===== config.mk =====
export PLATFORM = sky130hd
export DESIGN_NAME = regfile_wb_arbiter
export DESIGN_NICKNAME = d
export VERILOG_FILES = /design/src/rtl/regfile_wb_arbiter.sv
export SDC_FILE = /design/constraint.sdc
export NUM_CORES = 1
export LEC_CHECK = 0
export CORE_MARGIN = 3
export CORE_UTILIZATION = 46
export DETAILED_ROUTE_END_ITERATION = 10
export PLACE_DENSITY = 0.82
export SLEW_MARGIN = 20
export SYNTH_ARGS = -nofsm -noshare
export SYNTH_HDL_FRONTEND = slang
export SYNTH_SLANG_ARGS = --single-unit

===== constraint.sdc =====
create_clock -name clk -period 2.4 [get_ports clk]
set_input_delay 0.36 -clock clk [delete_from_list [all_inputs] [get_ports clk]]
set_output_delay 0.36 -clock clk [all_outputs]
set_load 0.02 [all_outputs]

===== src/rtl/regfile_wb_arbiter.sv =====
`default_nettype none
// ============================================================================
// Module   : regfile_wb_arbiter
// Brief    : Two-source write-back arbiter for the 32x32 register file, with
//            one-entry holding buffers, registered write port and busy mask.
//            WB_RR_ARB_EN selects round-robin; fixed A-priority otherwise.
// Revision : 1.0 - initial release
// ============================================================================
module regfile_wb_arbiter (
  input  logic        clk,
  input  logic        rst,
  input  logic        a_valid,
  output logic        a_ready,
  input  logic [4:0]  a_addr,
  input  logic [31:0] a_data,
  input  logic        b_valid,
  output logic        b_ready,
  input  logic [4:0]  b_addr,
  input  logic [31:0] b_data,
  output logic        rf_we,
  output logic [4:0]  rf_waddr,
  output logic [31:0] rf_wdata,
  output logic [31:0] busy_mask
);

  logic        r_a_full;
  logic [4:0]  r_a_addr;
  logic [31:0] r_a_data;
  logic        r_b_full;
  logic [4:0]  r_b_addr;
  logic [31:0] r_b_data;

  logic        w_a_wins;
  logic        w_a_grant;
  logic        w_b_grant;
  logic        w_a_take;
  logic        w_b_take;
  logic [31:0] w_busy;

`ifdef WB_RR_ARB_EN
  // Pointer holds the last grantee of a contended cycle; reset value favours A.
  logic r_last_b;

  always_ff @(posedge clk) begin
    if (rst) begin
      r_last_b <= 1'b1;
    end else if (r_a_full && r_b_full) begin
      r_last_b <= w_b_grant;
    end
  end

  assign w_a_wins = r_last_b;
`else
  assign w_a_wins = 1'b1;
`endif

  assign w_a_grant = r_a_full && (!r_b_full || w_a_wins);
  assign w_b_grant = r_b_full && !w_a_grant;

  assign a_ready = !r_a_full || w_a_grant;
  assign b_ready = !r_b_full || w_b_grant;

  assign w_a_take = a_valid && a_ready;
  assign w_b_take = b_valid && b_ready;

  // A transfer to r0 is consumed but never occupies the buffer.
  always_ff @(posedge clk) begin
    if (rst) begin
      r_a_full <= 1'b0;
      r_a_addr <= 5'd0;
      r_a_data <= 32'd0;
    end else if (w_a_take) begin
      r_a_full <= (a_addr != 5'd0);
      r_a_addr <= a_addr;
      r_a_data <= a_data;
    end else if (w_a_grant) begin
      r_a_full <= 1'b0;
    end
  end

  always_ff @(posedge clk) begin
    if (rst) begin
      r_b_full <= 1'b0;
      r_b_addr <= 5'd0;
      r_b_data <= 32'd0;
    end else if (w_b_take) begin
      r_b_full <= (b_addr != 5'd0);
      r_b_addr <= b_addr;
      r_b_data <= b_data;
    end else if (w_b_grant) begin
      r_b_full <= 1'b0;
    end
  end

  always_ff @(posedge clk) begin
    if (rst) begin
      rf_we    <= 1'b0;
      rf_waddr <= 5'd0;
      rf_wdata <= 32'd0;
    end else if (w_a_grant) begin
      rf_we    <= 1'b1;
      rf_waddr <= r_a_addr;
      rf_wdata <= r_a_data;
    end else if (w_b_grant) begin
      rf_we    <= 1'b1;
      rf_waddr <= r_b_addr;
      rf_wdata <= r_b_data;
    end else begin
      rf_we    <= 1'b0;
    end
  end

  always_comb begin
    w_busy = 32'd0;
    if (r_a_full) w_busy[r_a_addr] = 1'b1;
    if (r_b_full) w_busy[r_b_addr] = 1'b1;
    if (rf_we)    w_busy[rf_waddr] = 1'b1;
    w_busy[0] = 1'b0;
  end

  assign busy_mask = w_busy;

endmodule
`default_nettype wire


### Word-level counts from Yosys, hierarchy flattened

Index checks and enable logic that the tools add are counted.

| operators by class | value |
|---|---|
| bitwise gates (word level) | 3 |
| reduce and logical (&&, ||, !) cells | 13 |
| mux-type cells | 17 |
| magnitude comparators | 6 |

Operators with widths:

| operator | count |
|---|---|
| 2-to-1 mux 32 bit | 5 |
| bitwise OR 32 bit | 2 |
| less-than comparator 5 x 6 -> 1 bit (second input constant) | 3 |
| demux 1 bit (select 5 bit) | 3 |
| greater-or-equal comparator 5 x 1 -> 1 bit (second input constant) | 3 |
| 2-to-1 mux 5 bit | 2 |
| nonzero test 5 bit | 2 |
| 2-to-1 mux 1 bit | 7 |
| logical AND 1 bit | 5 |
| nonzero test 2 bit | 2 |
| zero test 1 bit | 2 |
| OR reduction 2 bit | 1 |
| logical OR 1 bit | 1 |
| inverter 1 bit | 1 |

| word-level totals | value |
|---|---|
| output and inout bits | 72 |
| bits in registers | 114 |

### Logic depth before layout (Yosys ltp)

| logic depth | value |
|---|---|
| depth after elaboration | 9 |
| mapped depth | 6 |
| mapped depth without buffers | 3 |

### Least setup slack after synthesis

No wires, ideal clock.

| timing path | value |
|---|---|
| path kind | reg-to-output |
| start point | register rf_we |
| end point | output port busy_mask[12] |
| required time | 2040 ps |
| arrival | 1328 ps |
| path buffers | 0 |
| cell stages (with the launch flop) | 4 |
| path slack | 712 ps |
| path through | dfxtp_1 nor3b_1 a22oi_1 nand2_1 |

| on the way | value |
|---|---|
| word-level cells in the longest chain between the ends | 1 |

Ends and longest elaborated chain:

| item | RTL line | RTL |
|---|---|---|
| from (decl) | 20 | `output logic rf_we,` |
| from (signal assigned) | 97 | `rf_we <= 1'b0;` |
| from (signal assigned) | 101 | `rf_we <= 1'b1;` |
| from (signal assigned) | 105 | `rf_we <= 1'b1;` |
| 2-to-1 mux 32 bit | 117 | `if (rf_we) w_busy[rf_waddr] = 1'b1;` |
| to (decl) | 23 | `output logic [31:0] busy_mask` |

No other way between the ends.

### Worst setup path after layout

| timing path | value |
|---|---|
| start point | register r_a_addr[0] |
| end point | output port busy_mask[14] |

| on the way | value |
|---|---|
| word-level cells in the longest chain between the ends | 9 |
| elaborated cells on any way between the ends | 10 |
| those cells by class | order compare (2); mux (5); bitwise (2); reduce/logical (1) |

Ends and longest elaborated chain:

| item | RTL line | RTL |
|---|---|---|
| from (decl) | 27 | `logic [4:0] r_a_addr;` |
| from (signal assigned) | 74 | `r_a_addr <= a_addr;` |
| less-than comparator 5 x 6 -> 1 bit (not written as such) or greater-or-equal comparator 5 x 1 -> 1 bit (tied branches) | 115 | `if (r_a_full) w_busy[r_a_addr] = 1'b1;` |
| logical AND 1 bit (not written as such) | 115 |  |
| 2-to-1 mux 1 bit (not written as such) | 115 |  |
| demux 1 bit (select 5 bit) (*) | 115 |  |
| 2-to-1 mux 32 bit (*) | 115 |  |
| bitwise OR 32 bit (no line) | n/a |  |
| 2-to-1 mux 32 bit (*) | 116 | `if (r_b_full) w_busy[r_b_addr] = 1'b1;` |
| bitwise OR 32 bit (no line) | n/a |  |
| 2-to-1 mux 32 bit (*) | 117 |  |

Every way passes the cells marked *; elsewhere a longest branch is shown, timed or not.

==> flow_metrics.py <==
metrics = {
    "yosys": {
        "synth_top_area_share_pct": 43.0,
        "synth_most_common_cell": "nand2_1",
        "synth-seq-area-share_pct": 43.0,
        "syn_area_per_cell_um2": 8.86,
        "ys_warn_count": 0,
        "ys.flop_type": "dfxtp_1",
        "synth_common_cells": "129 x nand2_1, 114 x dfxtp_1, 77 x nor2_1, 74 x mux2i_1, 37 x mux2_2",
        "ys_types": 25,
        "synth_fp_nets": 677,
        "yosysTopAreaCell": "dfxtp_1",
        "netlist_top_cells_area": "dfxtp_1 43%, mux2i_1 14%, nand2_1 9.1%",
        "syn_inst": 599,
        "ys_ff_latch": 114,
        "synth-edff-count": 0,
        "netlist_area_um2": 5310,
        "async_flop_share_pct": 0,
    },
    "clocking": {
        "cts_max_path_buffers": 2,
        "cts_sinks": 114,
        "clk_pin_slew_ps": 50,
        "cts_root_buf": "clkbuf_16",
        "post-cts-setup-buffers": 0,
        "cts_hold_buf": 0,
        "cts-htree-levels": 4,
        "cts_tree": "yes",
        "cts_buffers": 17,
        "clk_latency_ps": 410,
    },
    "setup_path": {
        "critPathArrivalTime_ps": 2040,
        "crit_path_cell_trace": "and3b_2 -> a22oi_1 -> nand2_1 -> clkdlybuf4s50_1",
        "slowest_delay_ps": 540,
        "r2r_setup_slack_ps": 440,
        "worst-setup-path-type": "reg -> out",
        "crit_slowest_cell": "clkdlybuf4s50_1",
        "cp_max_fo": 8,
        "required_ps": 2040,
        "start_kind": "flip-flop",
        "end_kind": "primary output",
    },
    "detailed_routing": {
        "wire_per_inst_um": 17.4,
        "num_vias": 4785,
        "viasPerCell": 5.46,
        "drcViolationCount": 0,
        "drt_pass1_iterations": 6,
        "antenna_left": 0,
        "drt_iter0_drc": 411,
        "wirelength_um": 15200,
    },
    "sta": {
        "finalHoldViolCount": 0,
        "fmax_mhz": 417,
        "slew_violations": 0,
        "finalSetupViolCount": 0,
        "finalCritPeriodShare_pct": 99.9,
        "hold_ws_ps": 426,
        "max_slew_margin_pct": 29.6,
        "rsz0062_at_grt": "yes",
        "fin_crit_ps": 2400,
        "fin_skew_ps": 8.97,
        "tightest_slew_ps": 1050,
    },
    "global_route": {
        "grt_usage_pct": 23.9,
        "overflow": 0,
        "grt_max_degree": 53,
        "grt_pass1_vias": 4914,
        "grt_pass1_wl_um": 24400,
        "antenna_found_initial": 0,
    },
    "finish": {
        "seqCellArea_um2": 2300,
        "antenna_cells": 0,
        "stdcell_area_um2": 7580,
        "area_growth_pct": 42.8,
        "n_fill_cell": 862,
        "drive_gt1_share_pct": 16.4,
        "final_core_util_pct": 68.7,
        "nNetsFinal": 802,
        "multiInputGateArea_um2": 2830,
    },
    "placed_design": {
        "gp_congestion": 0.917,
        "place_hpwl_um": 10100,
        "dpl_cell_area_um2": 6780,
        "port_buffers": 147,
    },
    "floorplan": {
        "start_util_pct": 48.1,
        "core.rowCount": 38,
        "io_pins": 150,
        "die_x_um": 113,
        "dieArea_um2": 12900,
        "die_y_um": 113,
        "core_region_area_um2": 11000,
    },
    "power_and_ir_drop": {
        "leakagePower_nw": 3.46,
        "peakVddDrop_uv": 582,
        "fin_total_pwr_mw": 5.43,
        "p_per_area_nw_per_um2": 717,
    },
    "min_path": {
        "min_path_type": "in -> reg",
    },
    "status": {
        "status": "complete, no violations",
    },
    "job": {
        "drv_cap": 0,
    },
}
layout by cell type (no fill, tap or decap), types with 7 or more instances in the layout:
master / instances
a21oi_1: 33
and3b_1: 9
dfxtp_2: 10
a22oi_1: 27
mux2_2: 37
nand2_1: 129
dlymetal6s2s_1: 13
mux2i_1: 74
clkinv_2: 7
clkbuf_16: 17
nor2_1: 77
dfxtp_1: 102
clkdlybuf4s50_1: 127
state kept, by name, summed over array words and instances, names as in the netlist:
signal    flops
r_b_full      1
r_a_full      1
r_a_data     32
r_b_data     32
r_a_addr      5
rf_wdata     32
r_b_addr      5
rf_waddr      5
rf_we         1
critical path: cells and delay by family (launching register included):
family	cells	cell delay (ps)
buffers and inverters	1	540
DFF	1	400
and+or+nand+nor	2	400
AOI/OAI and AO/OA	1	280
report_power, final:
group	switching [mW]	leakage, nW	internal [mW]	total (mW)
clock network	0.829	0.323	1.88	2.71
registers	0.0882	0.941	2.00	2.09
logic	0.299	2.19	0.334	0.633
cell families (layout without fill, tap and decap cells):
| group | after synthesis | in the layout | synth area share (%) |
|---|---|---|---|
| compound gates | 72 | 72 | 9.15 |
| buf+inv | 55 | 193 | 5.52 |
| flops | 114 | 114 | 43.0 |
| simple gates | 245 | 245 | 20.4 |
| other cells | 2 | 2 | 0.142 |
| mux | 111 | 111 | 21.8 |
final cells by class:
cell class	instances	share of cell area [%]
Multi-Input combinational cell	430	37.3
Sequential cell	114	30.4
Timing Repair Buffer	157	21.3
Clock buffer	20	6.03
Clock inverter	12	2.44
Tap cell	140	2.31
Inverter	4	0.198
per-stage QoR:
stage,TNS (ps),worst slack [ps],cells
6_report,0,2.28,877
3_3_place_gp,0,253,845
4_1_cts,-40.6,-27.0,877
5_1_grt,-421,-76.9,877
3_5_place_dp,0,199,845
2_1_floorplan,0,712,599
final timing paths:
check,start,cells past startpoint,endpoint
max reg2reg,r_b_full,4,r_b_data[10]
min,rst,2,r_a_data[18]
min reg2reg,r_b_data[17],2,r_b_data[17]
max,r_a_addr[0],4,busy_mask[14]
per-layer routing:
| layer | wire length, µm | GRT usage (%) | vias up |
|---|---|---|---|
| li1 | - | - | 2285 |
| met1 | 6010 | 27.1 | 2224 |
| met2 | 7500 | 41.8 | 239 |
| met3 | 1420 | 7.85 | 37 |
| met4 | 291 | 9.13 | 0 |
| met5 | 0 | 0 | - |
repair_timing:
action | CTS | global route
resized for setup | 36 | 23
endpoints found under the setup margin | 31 | 26
pin swaps | 0 | 1
Power figures use the tool's default switching activity.
